`src/rtl/control_unit_fsm.sv`:
```
// control_unit_fsm
//   Instruction sequencer for the 8-bit accumulator processor. Each instruction
//   runs FETCH -> DECODE -> one execute state. INPUT waits for Enter, and HALT
//   parks the machine until clear. It also keeps a saturating count of
//   completed instructions.
//
// Ports
//   clk          in   system clock, rising edge
//   clear        in   synchronous active-high reset
//   IR75         in   opcode, IR[7:5]
//   Aeq0, Apos   in   accumulator status (zero, signed positive)
//   Enter        in   operand-entry strobe for INPUT
//   IRload       out  load IR from instruction memory
//   PCload       out  load PC from IMP mux
//   IMPsel       out  1: PC <= IR[4:0], 0: PC <= PC+1
//   MeminstSel   out  1: memory address = IR[4:0], 0: = PC
//   Asel         out  A source: 00 adder, 01 external input, 10 memory
//   Aload        out  load accumulator
//   Sub          out  1: A - M, 0: A + M
//   MemWr        out  write A to memory
//   InReady      out  waiting for Enter
//   Halt         out  in HALT state
//   state        out  current state encoding
//   instr_count  out  completed-instruction count (saturating)
module control_unit_fsm #(
    parameter int unsigned CNT_W = 16
) (
    input  logic             clk,
    input  logic             clear,
    input  logic [2:0]       IR75,
    input  logic             Aeq0,
    input  logic             Apos,
    input  logic             Enter,
    output logic             IRload,
    output logic             PCload,
    output logic             IMPsel,
    output logic             MeminstSel,
    output logic [1:0]       Asel,
    output logic             Aload,
    output logic             Sub,
    output logic             MemWr,
    output logic             InReady,
    output logic             Halt,
    output logic [3:0]       state,
    output logic [CNT_W-1:0] instr_count
);

    typedef enum logic [3:0] {
        S_START  = 4'd0,
        S_FETCH  = 4'd1,
        S_DECODE = 4'd2,
        S_LOAD   = 4'd8,
        S_STORE  = 4'd9,
        S_ADD    = 4'd10,
        S_SUB    = 4'd11,
        S_INPUT  = 4'd12,
        S_JZ     = 4'd13,
        S_JPOS   = 4'd14,
        S_HALT   = 4'd15
    } state_t;

    state_t           state_q;
    state_t           state_d;
    logic             count_inc;
    logic [CNT_W-1:0] count_q;

    always_ff @(posedge clk) begin
        if (clear) begin
            state_q <= S_START;
            count_q <= '0;
        end else begin
            state_q <= state_d;
            // Saturate rather than wrap.
            if (count_inc && (count_q != '1)) begin
                count_q <= count_q + CNT_W'(1);
            end
        end
    end

    always_comb begin
        state_d    = S_START;
        count_inc  = 1'b0;
        IRload     = 1'b0;
        PCload     = 1'b0;
        IMPsel     = 1'b0;
        MeminstSel = 1'b0;
        Asel       = 2'b00;
        Aload      = 1'b0;
        Sub        = 1'b0;
        MemWr      = 1'b0;
        InReady    = 1'b0;
        Halt       = 1'b0;

        case (state_q)
            S_START: begin
                state_d = S_FETCH;
            end
            S_FETCH: begin
                IRload  = 1'b1;
                PCload  = 1'b1;
                state_d = S_DECODE;
            end
            S_DECODE: begin
                MeminstSel = 1'b1;
                case (IR75)
                    3'b000:  state_d = S_LOAD;
                    3'b001:  state_d = S_STORE;
                    3'b010:  state_d = S_ADD;
                    3'b011:  state_d = S_SUB;
                    3'b100:  state_d = S_INPUT;
                    3'b101:  state_d = S_JZ;
                    3'b110:  state_d = S_JPOS;
                    default: state_d = S_HALT;
                endcase
                // HALT has no execute-to-FETCH transition, so it counts here.
                count_inc = (IR75 == 3'b111);
            end
            S_LOAD: begin
                MeminstSel = 1'b1;
                Asel       = 2'b10;
                Aload      = 1'b1;
                state_d    = S_FETCH;
                count_inc  = 1'b1;
            end
            S_STORE: begin
                MeminstSel = 1'b1;
                MemWr      = 1'b1;
                state_d    = S_FETCH;
                count_inc  = 1'b1;
            end
            S_ADD: begin
                MeminstSel = 1'b1;
                Aload      = 1'b1;
                state_d    = S_FETCH;
                count_inc  = 1'b1;
            end
            S_SUB: begin
                MeminstSel = 1'b1;
                Sub        = 1'b1;
                Aload      = 1'b1;
                state_d    = S_FETCH;
                count_inc  = 1'b1;
            end
            S_INPUT: begin
                InReady   = 1'b1;
                Asel      = 2'b01;
                Aload     = Enter;
                state_d   = Enter ? S_FETCH : S_INPUT;
                count_inc = Enter;
            end
            S_JZ: begin
                IMPsel    = 1'b1;
                PCload    = Aeq0;
                state_d   = S_FETCH;
                count_inc = 1'b1;
            end
            S_JPOS: begin
                IMPsel    = 1'b1;
                PCload    = Apos;
                state_d   = S_FETCH;
                count_inc = 1'b1;
            end
            S_HALT: begin
                Halt    = 1'b1;
                state_d = S_HALT;
            end
            default: begin
                state_d = S_START;
            end
        endcase
    end

    assign state       = state_q;
    assign instr_count = count_q;

endmodule

```
`config.mk`:
```
export PLATFORM = sky130hd
export DESIGN_NAME = control_unit_fsm
export DESIGN_NICKNAME = d
export VERILOG_FILES = /design/src/rtl/control_unit_fsm.sv
export SDC_FILE = /design/constraint.sdc
export NUM_CORES = 1
export LEC_CHECK = 0
export ABC_AREA = 1
export CORE_ASPECT_RATIO = 1.5
export CORE_UTILIZATION = 55
export DETAILED_ROUTE_END_ITERATION = 10
export DONT_BUFFER_PORTS = 1
export GPL_TIMING_DRIVEN = 0
export PLACE_DENSITY = 0.7
export SYNTH_ARGS = -nofsm -noshare
export SYNTH_HDL_FRONTEND = slang
export SYNTH_SLANG_ARGS = --single-unit
```
`constraint.sdc`:
```
create_clock -name clk -period 1.6 [get_ports clk]
set_input_delay 0.32 -clock clk [delete_from_list [all_inputs] [get_ports clk]]
set_output_delay 0.32 -clock clk [all_outputs]
set_load 0.02 [all_outputs]
```
==> impl_metrics.env <==
export IMPL_syn2layout_area_growth_pct=22.19
export IMPL_critical_path_arrival_ns=1.79
export IMPL_fin_nets=233
export IMPL_skew_ns=0.003509
export IMPL_muxShareOfSynthArea_pct=0
export IMPL_max_freq_ghz=0.6210
export IMPL_cts_clk_slew_worst_paths_ns=0.11
export IMPL_grt_pass1_vias=1268
export IMPL_dp_slack_ns=-0.2440
export IMPL_syn_area_mm2=0.001314
export IMPL_antenna_found_initial=0
export IMPL_place_hpwl_um=2548
export IMPL_min_period_over_period_pct=100.6
export IMPL_antenna_left=0
export IMPL_power_frac_comb_pct=19.5
export IMPL_hold_path_class="in2reg"
export IMPL_cts_made_buffers=3
export IMPL_cts_root_buf="clkbuf_4"
export IMPL_grt_use_total_pct=27.87
export IMPL_diodes=0
export IMPL_vias_per_cell=5.829
export IMPL_p_clk_share_pct=27.7
export IMPL_grt_pass1_wl_um=5478
export IMPL_core_area_mm2=0.002233
export IMPL_fin_ws_ns=-0.01023
export IMPL_p_seq_share_pct=52.7
export IMPL_ctsHoldBuffers=0
export IMPL_first_iter_violations=32
export IMPL_place_gp_congestion=0.8850
export IMPL_syn_num_nets=221
export IMPL_period_needed_ns=1.610
export IMPL_vias=1434
export IMPL_synth_top_family_by_area="simple AND/OR/NAND/NOR gates"
export IMPL_synth_compound_area_share_pct=7.905
export IMPL_hold_violations=0
export IMPL_ios=39
export IMPL_crit_type="reg2reg"
export IMPL_final_max_slew_viol_count=0
export IMPL_worst_pin_slew_ns=0.5137
export IMPL_grt_ovfl_total=0
export IMPL_synthAdderAreaFrac_pct=0.9524
export IMPL_outcome="finished with violations"
export IMPL_drive_gt1_share_pct=29.60
export IMPL_finalSetupViolCount=9
export IMPL_p_per_area_mw_per_mm2=669.4
export IMPL_postSynthCellCount=212
export IMPL_critPathCaptureType="flip-flop"
export IMPL_die_area_mm2=0.002592
export IMPL_clock_path_buffers=2
export IMPL_grt_max_degree=12
export IMPL_start_kind="flip-flop"
export IMPL_required_ns=1.78
export IMPL_cts_tree="done"
export IMPL_die_h_um=61.86
export IMPL_switching_share_pct=32.81
export IMPL_p_sw_w=0.0003526
export IMPL_ys_types=24
export IMPL_ys_ff_latch=20
export IMPL_route_detailed_wl_per_inst_um=14.12
export IMPL_placement_rows=21
export IMPL_power_ir_vdd_worst_mv=0.5046
export IMPL_synth_avg_cell_area_um2=6.197
export IMPL_numClockSinks=20
export IMPL_clk_latency_ns=0.31
export IMPL_start_util_pct=58.82
export IMPL_synth_xor_area_share_pct=4.667
export IMPL_portBuffers=0
export IMPL_max_slew_margin_rel_pct=65.75
export IMPL_violations="setup timing"
export IMPL_dr_pass1_iters=4
export IMPL_yosysSeqAreaShare_pct=30.48
export IMPL_yosys_area_share_simple_pct=46.48
export IMPL_drc=0
export IMPL_die_w_um=41.91
export IMPL_p_total_w=0.001075
export IMPL_max_cap_violations=0
export IMPL_yosysWarnings=0
export IMPL_wirelength_um=3473
export IMPL_internal_power_w=0.0007220
export IMPL_cts_htree_levels=1
export IMPL_leakagePower_nw=0.6275
export IMPL_path_max_fanout=10
export IMPL_nFillCells=194
export IMPL_rsz0062_at_grt="yes"
==> routing by layer <==
metal  wire (um)  track usage (%)  part of all wire, %  vias to the layer above
li1            -                -                    -                      705
met1        1281            27.46                   37                      670
met2        1937            54.02                   56                       55
met3         199            4.624                  5.7                        4
met4          54            18.43                  1.6                        0
met5           0                0                    0                        -
==> Yosys cell counts, drive strengths merged <==
library cell / instances / area, um^2
nand3b: 1 / 7.510
a31oi: 1 / 6.260
o21ai: 4 / 20.02
clkbuf: 1 / 3.750
dfxtp: 20 / 400.4
buf: 4 / 31.27
inv: 24 / 90.09
xnor2: 1 / 8.760
nand4: 5 / 46.29
nor2: 37 / 158.9
nor3: 1 / 5.000
xor2: 6 / 52.55
ha: 1 / 12.51
a21oi: 14 / 70.07
nand2: 62 / 247.7
nand3: 29 / 145.1
o31ai: 1 / 7.510
==> sequential cells by signal, summed over array words and instances, names as in the netlist <==
name,count
state,4
instr_count,16
==> repair_timing <==
action | CTS | global route
endpoints found under the setup margin | 28 | 21
setup buffers | 2 | 5
resized for setup | 52 | 11
pin swaps | 6 | 8
==> through the flow <==
stage | instances | util, % | cell area (um^2) | setup TNS (ns) | hold WS (ns)
after floorplan | 212 | - | 1316 | 0 | 0.3891
after global placement | 235 | 60.22 | 1345 | -2.904 | 0.3904
after detailed placement | 235 | 60.22 | 1345 | -3.648 | 0.3923
after CTS | 241 | 69.02 | 1541 | -0.1717 | 0.04411
after global routing | 246 | 71.88 | 1605 | -1.195 | 0.03779
final | 246 | 71.88 | 1605 | -0.04718 | 0.05243
==> cell type report <==
cell class | count | area (um^2) | area share, %
plain buffers | 5 | 46.29 | 2.884
clock buffers | 4 | 36.28 | 2.260
inverters | 24 | 95.09 | 5.924
multi-input cells | 163 | 908.4 | 56.59
flip-flops and latches | 20 | 437.9 | 27.28
well taps | 23 | 28.78 | 1.793
repair buffers | 7 | 52.55 | 3.274
==> cells in the final DEF (no fill, tap or decap), types with 4 or more instances in the layout <==
cell,count
a21oi_1,14
nor2_1,25
xor2_1,6
nand2_4,4
dfxtp_4,6
buf_4,7
nand2_1,54
nand2_2,4
inv_1,17
nand4_1,4
inv_2,5
dfxtp_2,12
nor2_4,8
nor2_2,4
nand3_1,27
==> logic make-up (layout without fill, tap and decap cells) <==
logic type | after synthesis | after routing
DFF | 20 | 20
adders and majority gates | 1 | 1
xor gates and xnor gates | 7 | 7
and+or+nand+nor | 135 | 135
buffers and inverters | 29 | 40
AOI/OAI and AO/OA | 20 | 20
==> final timing paths <==
check / startpoint / cells after the start / slack, ns / end
max reg2reg: state[2] / 10 / -0.01 / instr_count[11]
min: clear / 1 / 0.05 / instr_count[2]
max: state[2] / 10 / -0.01 / instr_count[11]
min reg2reg: instr_count[8] / 2 / 0.54 / instr_count[8]
==> worst max-delay path, stage by stage (launching register included) <==
cell	delay (ns)
dfxtp_4	0.45
nand2_4	0.10
inv_2	0.10
nand3_2	0.13
nand2_2	0.11
nand2_1	0.09
nand2_4	0.14
nand2_4	0.10
buf_8	0.15
nand2_1	0.05
a21oi_1	0.06
==> power groups by stage <==
stage | Clock [W] | Sequential (W) | Combinational [W]
after global placement | 0 | 0.000562 | 0.000145
after floorplan | 0 | 0.000558 | 0.000121
after detailed placement | 0 | 0.000563 | 0.000148
final | 0.000298 | 0.000567 | 0.000210
after global routing | 0.000331 | 0.000570 | 0.000226
after CTS | 0.000308 | 0.000563 | 0.000188
(Power assumes the default switching activity.)
